File: src/rtl/mask_statistics.sv
// Foreground mask statistics: reads a one-byte-per-pixel mask serially from
// SRAM m = (sram_select_in + 1) % 4 and reports the foreground pixel count
// and the bounding box of the foreground pixels.
//
// state  | meaning
// -------+-------------------------------------------------------------
// IDLE   | waiting for execute; results from the last job are held
// REQ    | one cycle: issue the read command to SRAM m
// RECV   | assemble serial bits into bytes, accumulate per-pixel stats
// DONE   | one cycle: job_done pulse (results were published on entry)
module mask_statistics #(
  parameter int IMG_WIDTH  = 128,
  parameter int IMG_HEIGHT = 128,
  parameter int IMG_LENGTH = IMG_WIDTH * IMG_HEIGHT
) (
  input  logic                              clk,
  input  logic                              rst_n,
  input  logic [1:0]                        sram_select_in,
  input  logic [23:0]                       inst_address,
  input  logic [3:0]                        mem_out,
  input  logic [3:0]                        io_valid,
  input  logic [3:0]                        rw_done,
  output logic [7:0]                        inst        [0:3],
  output logic [23:0]                       address     [0:3],
  output logic [23:0]                       byte_length [0:3],
  input  logic                              execute,
  output logic                              job_done,
  output logic [$clog2(IMG_LENGTH+1)-1:0]   fg_count,
  output logic [$clog2(IMG_WIDTH)-1:0]      min_x,
  output logic [$clog2(IMG_WIDTH)-1:0]      max_x,
  output logic [$clog2(IMG_HEIGHT)-1:0]     min_y,
  output logic [$clog2(IMG_HEIGHT)-1:0]     max_y,
  output logic                              bbox_valid,
  output logic                              short_read
);

  localparam int CW = $clog2(IMG_LENGTH + 1);
  localparam int XW = $clog2(IMG_WIDTH);
  localparam int YW = $clog2(IMG_HEIGHT);

  typedef enum logic [1:0] {S_IDLE, S_REQ, S_RECV, S_DONE} state_t;

  state_t state, state_nxt;

  logic [1:0]    sel_q;
  logic [23:0]   addr_q;
  logic [1:0]    m;
  logic [6:0]    shift_q, shift_nxt;
  logic [2:0]    bit_cnt, bit_cnt_nxt;
  logic [CW-1:0] pix_cnt, pix_nxt;
  logic [XW-1:0] x_cnt, x_nxt;
  logic [YW-1:0] y_cnt, y_nxt;
  logic [CW-1:0] acc_cnt, acc_cnt_nxt;
  logic [XW-1:0] acc_min_x, acc_min_x_nxt, acc_max_x, acc_max_x_nxt;
  logic [YW-1:0] acc_min_y, acc_min_y_nxt, acc_max_y, acc_max_y_nxt;
  logic          acc_found, acc_found_nxt;
  logic [7:0]    byte_nxt;
  logic          bit_take;
  logic          pix_take;
  logic          finish;

  assign m        = sel_q + 2'd1;
  assign byte_nxt = {shift_q, mem_out[m]};
  assign bit_take = (state == S_RECV) && io_valid[m];
  // A completed byte beyond the frame length is dropped.
  assign pix_take = bit_take && (bit_cnt == 3'd7) && (pix_cnt < CW'(IMG_LENGTH));
  assign finish   = (state == S_RECV) && rw_done[m];

  // State register.
  always_ff @(posedge clk or negedge rst_n) begin
    if (!rst_n) state <= S_IDLE;
    else        state <= state_nxt;
  end

  // Next-state and SRAM command outputs; only SRAM m is ever non-zero.
  always_comb begin
    state_nxt = state;
    job_done  = 1'b0;
    for (int k = 0; k < 4; k++) begin
      inst[k]        = 8'd0;
      address[k]     = 24'd0;
      byte_length[k] = 24'd0;
    end
    case (state)
      S_IDLE: if (execute) state_nxt = S_REQ;
      S_REQ: begin
        inst[m]        = 8'd3;
        address[m]     = addr_q;
        byte_length[m] = 24'(IMG_LENGTH);
        state_nxt      = S_RECV;
      end
      S_RECV: if (rw_done[m]) state_nxt = S_DONE;
      S_DONE: begin
        job_done  = 1'b1;
        state_nxt = S_IDLE;
      end
      default: state_nxt = S_IDLE;
    endcase
  end

  // Next values of the byte assembler, pixel position and accumulators.
  // Computed combinationally so a bit arriving with rw_done is included
  // in the results published on that same edge.
  always_comb begin
    shift_nxt     = shift_q;
    bit_cnt_nxt   = bit_cnt;
    pix_nxt       = pix_cnt;
    x_nxt         = x_cnt;
    y_nxt         = y_cnt;
    acc_cnt_nxt   = acc_cnt;
    acc_min_x_nxt = acc_min_x;
    acc_max_x_nxt = acc_max_x;
    acc_min_y_nxt = acc_min_y;
    acc_max_y_nxt = acc_max_y;
    acc_found_nxt = acc_found;
    if (state == S_IDLE && execute) begin
      shift_nxt     = '0;
      bit_cnt_nxt   = '0;
      pix_nxt       = '0;
      x_nxt         = '0;
      y_nxt         = '0;
      acc_cnt_nxt   = '0;
      acc_min_x_nxt = '0;
      acc_max_x_nxt = '0;
      acc_min_y_nxt = '0;
      acc_max_y_nxt = '0;
      acc_found_nxt = 1'b0;
    end else if (bit_take) begin
      shift_nxt   = byte_nxt[6:0];
      bit_cnt_nxt = bit_cnt + 3'd1;
      if (pix_take) begin
        pix_nxt = pix_cnt + 1'b1;
        x_nxt   = x_cnt + 1'b1;
        if (x_cnt == XW'(IMG_WIDTH - 1)) y_nxt = y_cnt + 1'b1;
        if (byte_nxt != 8'd0) begin
          acc_cnt_nxt   = acc_cnt + 1'b1;
          acc_found_nxt = 1'b1;
          if (!acc_found) begin
            acc_min_x_nxt = x_cnt;
            acc_max_x_nxt = x_cnt;
            acc_min_y_nxt = y_cnt;
            acc_max_y_nxt = y_cnt;
          end else begin
            if (x_cnt <= acc_min_x) acc_min_x_nxt = x_cnt;
            if (x_cnt >= acc_max_x) acc_max_x_nxt = x_cnt;
            if (y_cnt <= acc_min_y) acc_min_y_nxt = y_cnt;
            if (y_cnt >= acc_max_y) acc_max_y_nxt = y_cnt;
          end
        end
      end
    end
  end

  // Job parameters latched on execute, plus the working accumulators.
  always_ff @(posedge clk or negedge rst_n) begin
    if (!rst_n) begin
      sel_q     <= '0;
      addr_q    <= '0;
      shift_q   <= '0;
      bit_cnt   <= '0;
      pix_cnt   <= '0;
      x_cnt     <= '0;
      y_cnt     <= '0;
      acc_cnt   <= '0;
      acc_min_x <= '0;
      acc_max_x <= '0;
      acc_min_y <= '0;
      acc_max_y <= '0;
      acc_found <= 1'b0;
    end else begin
      if (state == S_IDLE && execute) begin
        sel_q  <= sram_select_in;
        addr_q <= inst_address;
      end
      shift_q   <= shift_nxt;
      bit_cnt   <= bit_cnt_nxt;
      pix_cnt   <= pix_nxt;
      x_cnt     <= x_nxt;
      y_cnt     <= y_nxt;
      acc_cnt   <= acc_cnt_nxt;
      acc_min_x <= acc_min_x_nxt;
      acc_max_x <= acc_max_x_nxt;
      acc_min_y <= acc_min_y_nxt;
      acc_max_y <= acc_max_y_nxt;
      acc_found <= acc_found_nxt;
    end
  end

  // Published results: updated together on the edge that enters DONE and
  // held until the next job finishes.
  always_ff @(posedge clk or negedge rst_n) begin
    if (!rst_n) begin
      fg_count   <= '0;
      min_x      <= '0;
      max_x      <= '0;
      min_y      <= '0;
      max_y      <= '0;
      bbox_valid <= 1'b0;
      short_read <= 1'b0;
    end else if (finish) begin
      fg_count   <= acc_cnt_nxt;
      min_x      <= acc_min_x_nxt;
      max_x      <= acc_max_x_nxt;
      min_y      <= acc_min_y_nxt;
      max_y      <= acc_max_y_nxt;
      bbox_valid <= acc_found_nxt;
      short_read <= (pix_nxt < CW'(IMG_LENGTH));
    end
  end

endmodule

File: config.mk
export PLATFORM = sky130hd
export DESIGN_NAME = mask_statistics
export DESIGN_NICKNAME = d
export VERILOG_FILES = /design/src/rtl/mask_statistics.sv
export SDC_FILE = /design/constraint.sdc
export NUM_CORES = 1
export LEC_CHECK = 0
export ABC_AREA = 0
export ABC_CLOCK_PERIOD_IN_PS = 2200
export BUFFER_PORTS_ARGS = -buffer_cell sky130_fd_sc_hd__buf_2
export CAP_MARGIN = 15
export CORE_UTILIZATION = 47
export CTS_BUF_LIST = sky130_fd_sc_hd__clkbuf_4 sky130_fd_sc_hd__clkbuf_8
export CTS_CLUSTER_DIAMETER = 100
export DETAILED_ROUTE_END_ITERATION = 7
export PLACE_DENSITY_LB_ADDON = 0.08
export SYNTH_ARGS = -nofsm -noshare
export SYNTH_HDL_FRONTEND = slang
export SYNTH_SLANG_ARGS = --single-unit
File: constraint.sdc
create_clock -name clk -period 2.2 [get_ports clk]
set_input_delay 0.11 -clock clk [delete_from_list [all_inputs] [get_ports clk]]
set_output_delay 0.11 -clock clk [all_outputs]
set_load 0.005 [all_outputs]
Word level (Yosys, flattened, before mapping)
Cells that the tools add are included.
{ "word_totals": {"register_bits": 156, "in_bits": 41} }
{ "classes": {"n_addsub": 6, "order_cmp": 9, "eq_ne": 7, "muxes": 63, "bitwise": 2, "n_reduce_logical": 14} }
{ "ops": {"columns": ["cell", "n"], "rows": [
  ["2-to-1 mux 7 bit", 33],
  ["2-to-1 mux 15 bit", 7],
  ["bitwise AND 96 bit", 1],
  ["2-to-1 mux 96 bit", 1],
  ["2-to-1 mux 87 bit", 1],
  ["demux 24 bit (select 2 bit)", 1],
  ["adder 15 x 1 -> 15 bit (second input constant)", 2],
  ["< comparator 15 bit (second input constant)", 2],
  ["2-to-1 mux 26 bit", 1],
  ["2-to-1 mux 24 bit", 1],
  ["demux 8 bit (select 2 bit)", 1],
  ["adder 7 x 1 -> 7 bit (second input constant)", 2],
  ["greater-or-equal comparator 7 bit", 2],
  ["<= comparator 7 bit", 2],
  ["2-to-1 mux 1 bit", 8],
  ["2-to-1 mux 8 bit", 1],
  ["one-hot mux 2 bit (4 select lines)", 1],
  ["nonzero test 8 bit", 1],
  ["equality test 7 bit (second input constant)", 1],
  ["binary-select mux 1 bit (select 2 bit)", 3],
  ["logical AND 1 bit", 6],
  ["2-to-1 mux 3 bit", 2],
  ["nonzero test 2 bit", 3],
  ["equality test 2 bit (second input constant)", 2],
  ["other kinds (14)", 16]
]} }

Longest topological paths before layout
Gate-level depths: netlist of the first run.
{ "depth": {"ltp_word": 10, "depth_mapped": 11, "depth_no_buf": 8} }

Least setup slack after synthesis of the first run
No wires, ideal clock.
{ "synth_timing": {"kind": "register to register", "from": "register sel_q[0]", "to": "register min_y[2]", "setup_ns": 0.095, "arrival_time_ns": 2.307, "required_ns": 2.105, "slack_ns": -0.202, "stages_incl_launch_ff": 12, "path_buffers": 3, "period_less_slack_ns": 2.402, "cell_sequence": "dfrtp_1 -> inv_1 -> ha_1 -> mux4_2 -> buf_6 -> and3_4 -> and2_1 -> buf_6 -> o21a_4 -> buf_6 -> mux2i_1 -> o31ai_1"} }
{ "synth_between": {"elab_chain_cells": 9} }
{ "synth_rtl": {"columns": ["element", "line", "rtl"], "rows": [
  ["from (decl)", "45", "logic [1:0] sel_q;"],
  ["from (signal assigned)", "172", "sel_q <= sram_select_in;"],
  ["adder 2 x 1 -> 2 bit *", "62", "assign m = sel_q + 2'd1;"],
  ["parallel branches: the longest is 8 deep, another holds nonzero test 8 bit", null, null],
  ["to (signal assigned)", "204", "min_y <= acc_min_y_nxt;"],
  ["to (decl)", "31", "output logic [$clog2(IMG_HEIGHT)-1:0] min_y,"]
]} }
Every way passes the cells marked *. The select of a mux whose other input is x is not followed.
A chain may end at the register's enable or synchronous reset.

Worst setup path in the final report of the first run
{ "layout_timing": {"from": "register sel_q[0]", "to": "register min_y[6]"} }
The elaborated chain is that of the path after synthesis.

==> flow_summary.yaml, run 1 <==
logic_synthesis:
  synth_area_per_cell_um2: 9.73
  synth_top_area_share_pct: 43.4
  ys.flop_type: "dfrtp_1"
  syn_area_um2: 9000
  synth_seq_cells: 156
  yosysWarnings: 0
  synth_cell_types: 48
  synth_edf_count: 0
  synth_largest_area_cell: "dfrtp_1"
  syn_inst: 925
  ys_seq_area_share_pct: 43.4
  synth.area.top_cells: "dfrtp_1 (43%), buf_4 (10%), and3_1 (6.9%)"
  postSynth.asyncResetShare_pct: 100
grt:
  antenna_found_initial: 2
  track_usage_pct: 21.6
  overflow: 0
  grt_pass1_vias: 6514
  grt_max_degree: 101
  grt_pass1_wl_um: 33700
worst_hold_path:
  worstHoldStart: "execute"
  hold_path_depth: 3
  hold_path.class: "primary input to flip-flop"
  hold_path_end: "state[0]"
timing:
  finalCriticalPeriod_ns: 2.20
  fin_ws_ns: -0.000219
  timing.hold.ws_ns: 0.120
  fin_crit_sh_pct: 100
  final_hold_viol_count: 0
  slew_headroom_pct: 66.2
  skew_ns: 0.0162
  maxSlewViolCount: 0
  worstMarginPinSlew_ns: 0.503
  max_freq_mhz: 455
  rsz0062_at_grt: "true"
  setup_viol: 1
clock_tree:
  clk_latency_ns: 0.45
  clkSlewWorstSetupHoldPaths_ns: 0.09
  numClockSinks: 156
  numCtsBuffers: 17
  cts.path.max_buffers: 2
  tritoncts: "done"
  root_buffer: "clkbuf_8"
  cts_max_level: 4
critical_path:
  cp_max_fo: 7
  rr_startpoint: "sel_q[0]"
  crit_type: "flip-flop to flip-flop"
  ff2ff_setup_slack_ns: -0.0002
  r2r-end: "min_y[6]"
  endpoint_kind: "flip-flop"
  cp_data_arrival_time_ns: 2.53
  required_ns: 2.53
  r2r_cells: 8
  startpoint_type: "flip-flop"
placement:
  placed_area_um2: 10000
  dp.cells: 1340
  place_hpwl_um: 15000
  io_buffers: 194
  gp_congestion: 0.804
routing:
  drtAntennaViolNets: 0
  drc_errors: 0
  vias_per_cell: 4.90
  wl_per_cell_um: 15.0
  drt_iter0_markers: 348
  drt_wl_total_um: 21000
  dr_total_vias: 6869
  drtPass1Iterations: 7
power:
  peakVddDrop_mv: 0.792
  leakage_nw: 5.95
  power_density_nw_per_um2: 829
status:
  violations: "negative setup slack"
  status: "finished, violations left"
die:
  rows: 50
  ioPinCount: 311
  die_x_um: 140
  die-height_um: 140
  dieArea_um2: 19700
  core_region_area_um2: 18700
  initial_utilization_pct: 48.1
finish:
  drive_gt1_share_pct: 30.2
  final.fill_count: 1694
  syn_to_final_growth_pct: 22.3
  final_common_cell: "buf_2"
  stdcell_area_um2: 11000
  layout_common_cells: "buf_2 (193), dfrtp_1 (155), conb_1 (116), and3_1 (99), nor2_1 (82)"
  nets: 1238
  final_cells: 1403
run:
  maxCapViolations: 0
==> critical path: stages, from the launching register on <==
cell and delay [ns]:
dfrtp_2 0.44, inv_2 0.08, ha_4 0.20, mux4_2 0.29, and3_4 0.25, and2_4 0.21
o21a_4 0.25, mux2i_4 0.28, o31ai_2 0.07
==> state kept, by name, summed over array words and instances, names as in the netlist, 2 cells and up <==
name       flops
acc_cnt       15
acc_max_x      7
acc_max_y      7
acc_min_x      7
acc_min_y      7
addr_q        24
bit_cnt        3
fg_count      15
max_x          7
max_y          7
min_x          7
min_y          7
pix_cnt       15
sel_q          2
shift_q        7
state          2
x_cnt          7
y_cnt          7
==> per-layer routing <==
metal  wire (µm)  share of wire [%]  track usage, %
met1        9720                 46            29.4
met2       10200                 49            35.8
met4         190               0.90            5.26
met5           0                  0               0
met3         886                4.2            3.93
==> worst max path at each step <==
| stage | startpoint | end | slack, ns |
|---|---|---|---|
| floorplan | sel_q[0] | min_y[2] | -0.04 |
| global placement | sel_q[1] | max_x[4] | 0.05 |
| detailed placement | sel_q[0] | max_y[6] | 0.003 |
| CTS | sel_q[1] | min_y[3] | -0.01 |
| global route | sel_q[0] | min_x[0] | -0.11 |
| finish | sel_q[0] | min_y[6] | -0.0002 |
==> Yosys cell counts, types with 2 or more instances <==
cell type	instances
xor2_1	23
buf_1	3
nand3b_1	2
ha_1	43
a21oi_1	21
dfrtp_1	156
nand3_1	20
nand4_1	16
nor2b_1	3
a211oi_1	3
and2_1	7
buf_4	125
o31ai_1	29
buf_6	4
o21ai_0	27
nor3_1	10
mux4_1	2
or3_1	4
nor2_1	83
nand2_1	71
nand2b_1	2
and4_1	3
o21a_4	2
xnor2_1	14
mux2_2	24
and3_1	99
nor4_1	2
mux2i_1	32
clkbuf_1	43
inv_1	34
==> cell families after synthesis <==
logic type	count (synthesis)	share of synthesized area (%)
mux	59	7.40
flops	156	43.4
simple gates	330	18.8
xor+xnor	37	3.60
buf+inv	210	14.3
fa+ha+maj	43	5.98
other cells	1	0.0417
compound gates	89	6.44
==> through the flow <==
| step | worst slack (ns) | TNS [ns] | total power, mW | util (%) |
|---|---|---|---|---|
| 3_3_place_gp | 0.0543 | 0 | 6.48 | 53.5 |
| 6_report | -0.000219 | -0.000219 | 9.12 | 58.8 |
| 5_1_grt | -0.108 | -2.34 | 9.68 | 58.8 |
| 4_1_cts | -0.0105 | -0.0225 | 9.21 | 57.6 |
| 2_1_floorplan | -0.0396 | -0.526 | 5.50 | - |
| 3_5_place_dp | 0.00264 | 0 | 6.50 | 53.5 |
==> repair_timing <==
| item | in CTS | in global routing |
|---|---|---|
| endpoints found under the hold margin | 73 | 0 |
| setup endpoints to repair | 5 | 62 |
| pin swaps | 0 | 10 |
| hold buffers | 27 | 0 |
| setup buffers | 0 | 1 |
| cloned | 0 | 1 |
| resized for setup | 4 | 41 |
==> area by class of cell <==
cell class | count | area, µm² | share of cell area (%)
Tap cell | 234 | 293 | 2.66
Clock buffer | 21 | 283 | 2.57
Sequential cell | 156 | 3910 | 35.5
Clock inverter | 11 | 213 | 1.93
Inverter | 34 | 128 | 1.16
Multi-Input combinational cell | 675 | 4490 | 40.8
Timing Repair Buffer | 270 | 1690 | 15.4
Antenna cell | 2 | 5.00 | 0.0455
==> power breakdown <==
group          switching (mW)  internal (mW)  leakage, nW
combinational            1.73           1.22         3.59
clock                    1.06           1.56        0.241
sequential              0.366           3.19         2.11
Power figures use the tool's default switching activity.
==> run 2, diff against run 1 <==
- CORE_UTILIZATION: 47 -> 33
==> flow_summary.yaml, run 2 (same netlist as run 1, synthesis figures left out) <==
finish:
  fin_util_pct: 41.1
  layout_common_cells: "buf_2 (193), dfrtp_1 (155), conb_1 (116), and3_1 (99), nor2_1 (82)"
  final_common_cell: "buf_2"
  syn_to_final_growth_pct: 22.7
  stdcell_area_um2: 11000
  largest-register: "addr_q"
  drive_gt1_share_pct: 29.8
  largest_register_ff_count: 24
  final_cells: 1514
  antenna_cells: 0
  nets: 1244
grt:
  busiest_layer: "met2"
  grtUsageMet3_pct: 2.98
  use_met1_pct: 23.2
  met2_usage_pct: 27.4
  antenna_found_initial: 0
  grt_pass1_wl_um: 37300
  overflow: 0
  track_usage_pct: 17.0
  grt_pass1_vias: 6627
  grt_max_degree: 101
placement:
  placed_area_um2: 10200
  gp_congestion: 0.784
  place_hpwl_um: 16500
  dp.cells: 1449
  io_buffers: 194
  place_ws_ns: -0.0180
power:
  intPower_mw: 5.72
  pwr-share-comb_pct: 34.1
  power_density_nw_per_um2: 819
  total_power_mw: 9.05
  p_sw_share_pct: 36.8
  peakVddDrop_mv: 0.674
  leakage_nw: 5.95
  seq_power_share_pct: 39.2
  clkPwrFrac_pct: 26.7
  power.switching_mw: 3.33
routing:
  dr_total_vias: 6902
  drt_iter0_markers: 378
  drc_errors: 0
  drt_wl_total_um: 23300
  drtPass1Iterations: 4
  wl_per_cell_um: 15.4
  drtAntennaViolNets: 0
  vias_per_cell: 4.56
timing:
  maxSlewViolCount: 0
  max_freq_mhz: 457
  fin_tns_setup_ns: 0
  rsz0062_at_grt: "true"
  finalCriticalPeriod_ns: 2.19
  fin_ws_ns: 0.0140
  setup_viol: 0
  skew_ns: 0.0202
  slew_headroom_pct: 58.2
  timing.hold.ws_ns: 0.105
  worstMarginPinSlew_ns: 0.621
  fin_crit_sh_pct: 99.4
  final_hold_viol_count: 0
status:
  status: "complete, no violations"
critical_path:
  cp_data_arrival_time_ns: 2.52
  timing.critical_path.buf_inv: 1
  startpoint_type: "flip-flop"
  slowest_stage: "dfrtp_2"
  crit_chain: "inv_2 -> ha_4 -> mux4_2 -> and3_4 -> and2_4 -> o21a_4 -> mux2i_1 -> o31ai_1"
  cp_max_fo: 8
  crit_family: "multiplexers"
  crit_type: "flip-flop to flip-flop"
  required_ns: 2.54
  critPathMaxStageDelay_ns: 0.43
  endpoint_kind: "flip-flop"
clock_tree:
  clk_latency_ns: 0.46
  numClockSinks: 156
  clkSlewWorstSetupHoldPaths_ns: 0.09
  cts.path.max_buffers: 2
  root_buffer: "clkbuf_8"
  tritoncts: "done"
  cts_max_level: 4
  numCtsBuffers: 17
die:
  dieArea_um2: 27900
  core_region_area_um2: 26900
  die_x_um: 167
  rows: 60
  die-height_um: 167
  initial_utilization_pct: 33.5
  ioPinCount: 311
run:
  maxCapViolations: 0
worst_hold_path:
  hold_path.class: "primary input to flip-flop"
[run 2: changes by cell type in the layout (fill, tap and decap cells not counted), sizes merged]
cell	delta
clkinv	+5
inv	+3
bufinv	-2
buf	+7
diode	-2
clkinvlp	-3
clkbuf	-3
and2	-1
[run 2: final cells by class]
| type | instances | area, µm² |
|---|---|---|
| inverters | 34 | 128 |
| flip-flops and latches | 156 | 3910 |
| clock inverters | 14 | 189 |
| clock buffers | 18 | 241 |
| repair buffers | 277 | 1760 |
| fillers | 2746 | 15800 |
| well taps | 341 | 427 |
| multi-input cells | 674 | 4400 |
[run 2: worst min-delay path: stages]
cell and delay (ns):
buf_2 0.11, nor2b_1 0.15, o32a_1 0.15
[run 2: routing by layer]
layer  wire [µm]  vias to the layer above
li1            -                     3370
met1       11300                     3359
met2       11100                      155
met3         678                       18
met4         311                        0
met5           0                        -
[run 2: worst paths after layout]
path                            slack, ns  startpoint    endpoint  cells past startpoint
worst max-delay path                 0.01    sel_q[0]    min_x[2]                      8
worst min-delay path                 0.11     execute    state[0]                      3
worst max register to register       0.01    sel_q[0]    min_x[2]                      8
min in group asynchronous            0.15       rst_n   addr_q[8]                      2
worst min register to register       0.47    max_x[2]    max_x[2]                      2
max in group asynchronous            1.30       rst_n  bit_cnt[2]                      3
[run 2: timing repair]
item / 4_1_cts / 5_1_grt
pin swaps: 0 / 13
gates cloned: 0 / 0
endpoints found under the setup margin: 1 / 80
resized for setup: 1 / 30
endpoints found under the hold margin: 72 / 0
setup buffers: 0 / 6
hold buffers: 27 / 0
[run 2: power groups by stage]
stage	Sequential (mW)	Clock [mW]	Combinational (mW)
4_1_cts	3.55	2.52	3.06
2_1_floorplan	3.46	0	2.04
6_report	3.55	2.42	3.09
5_1_grt	3.62	2.62	3.42
3_5_place_dp	3.61	0	3.01
3_3_place_gp	3.60	0	3.00
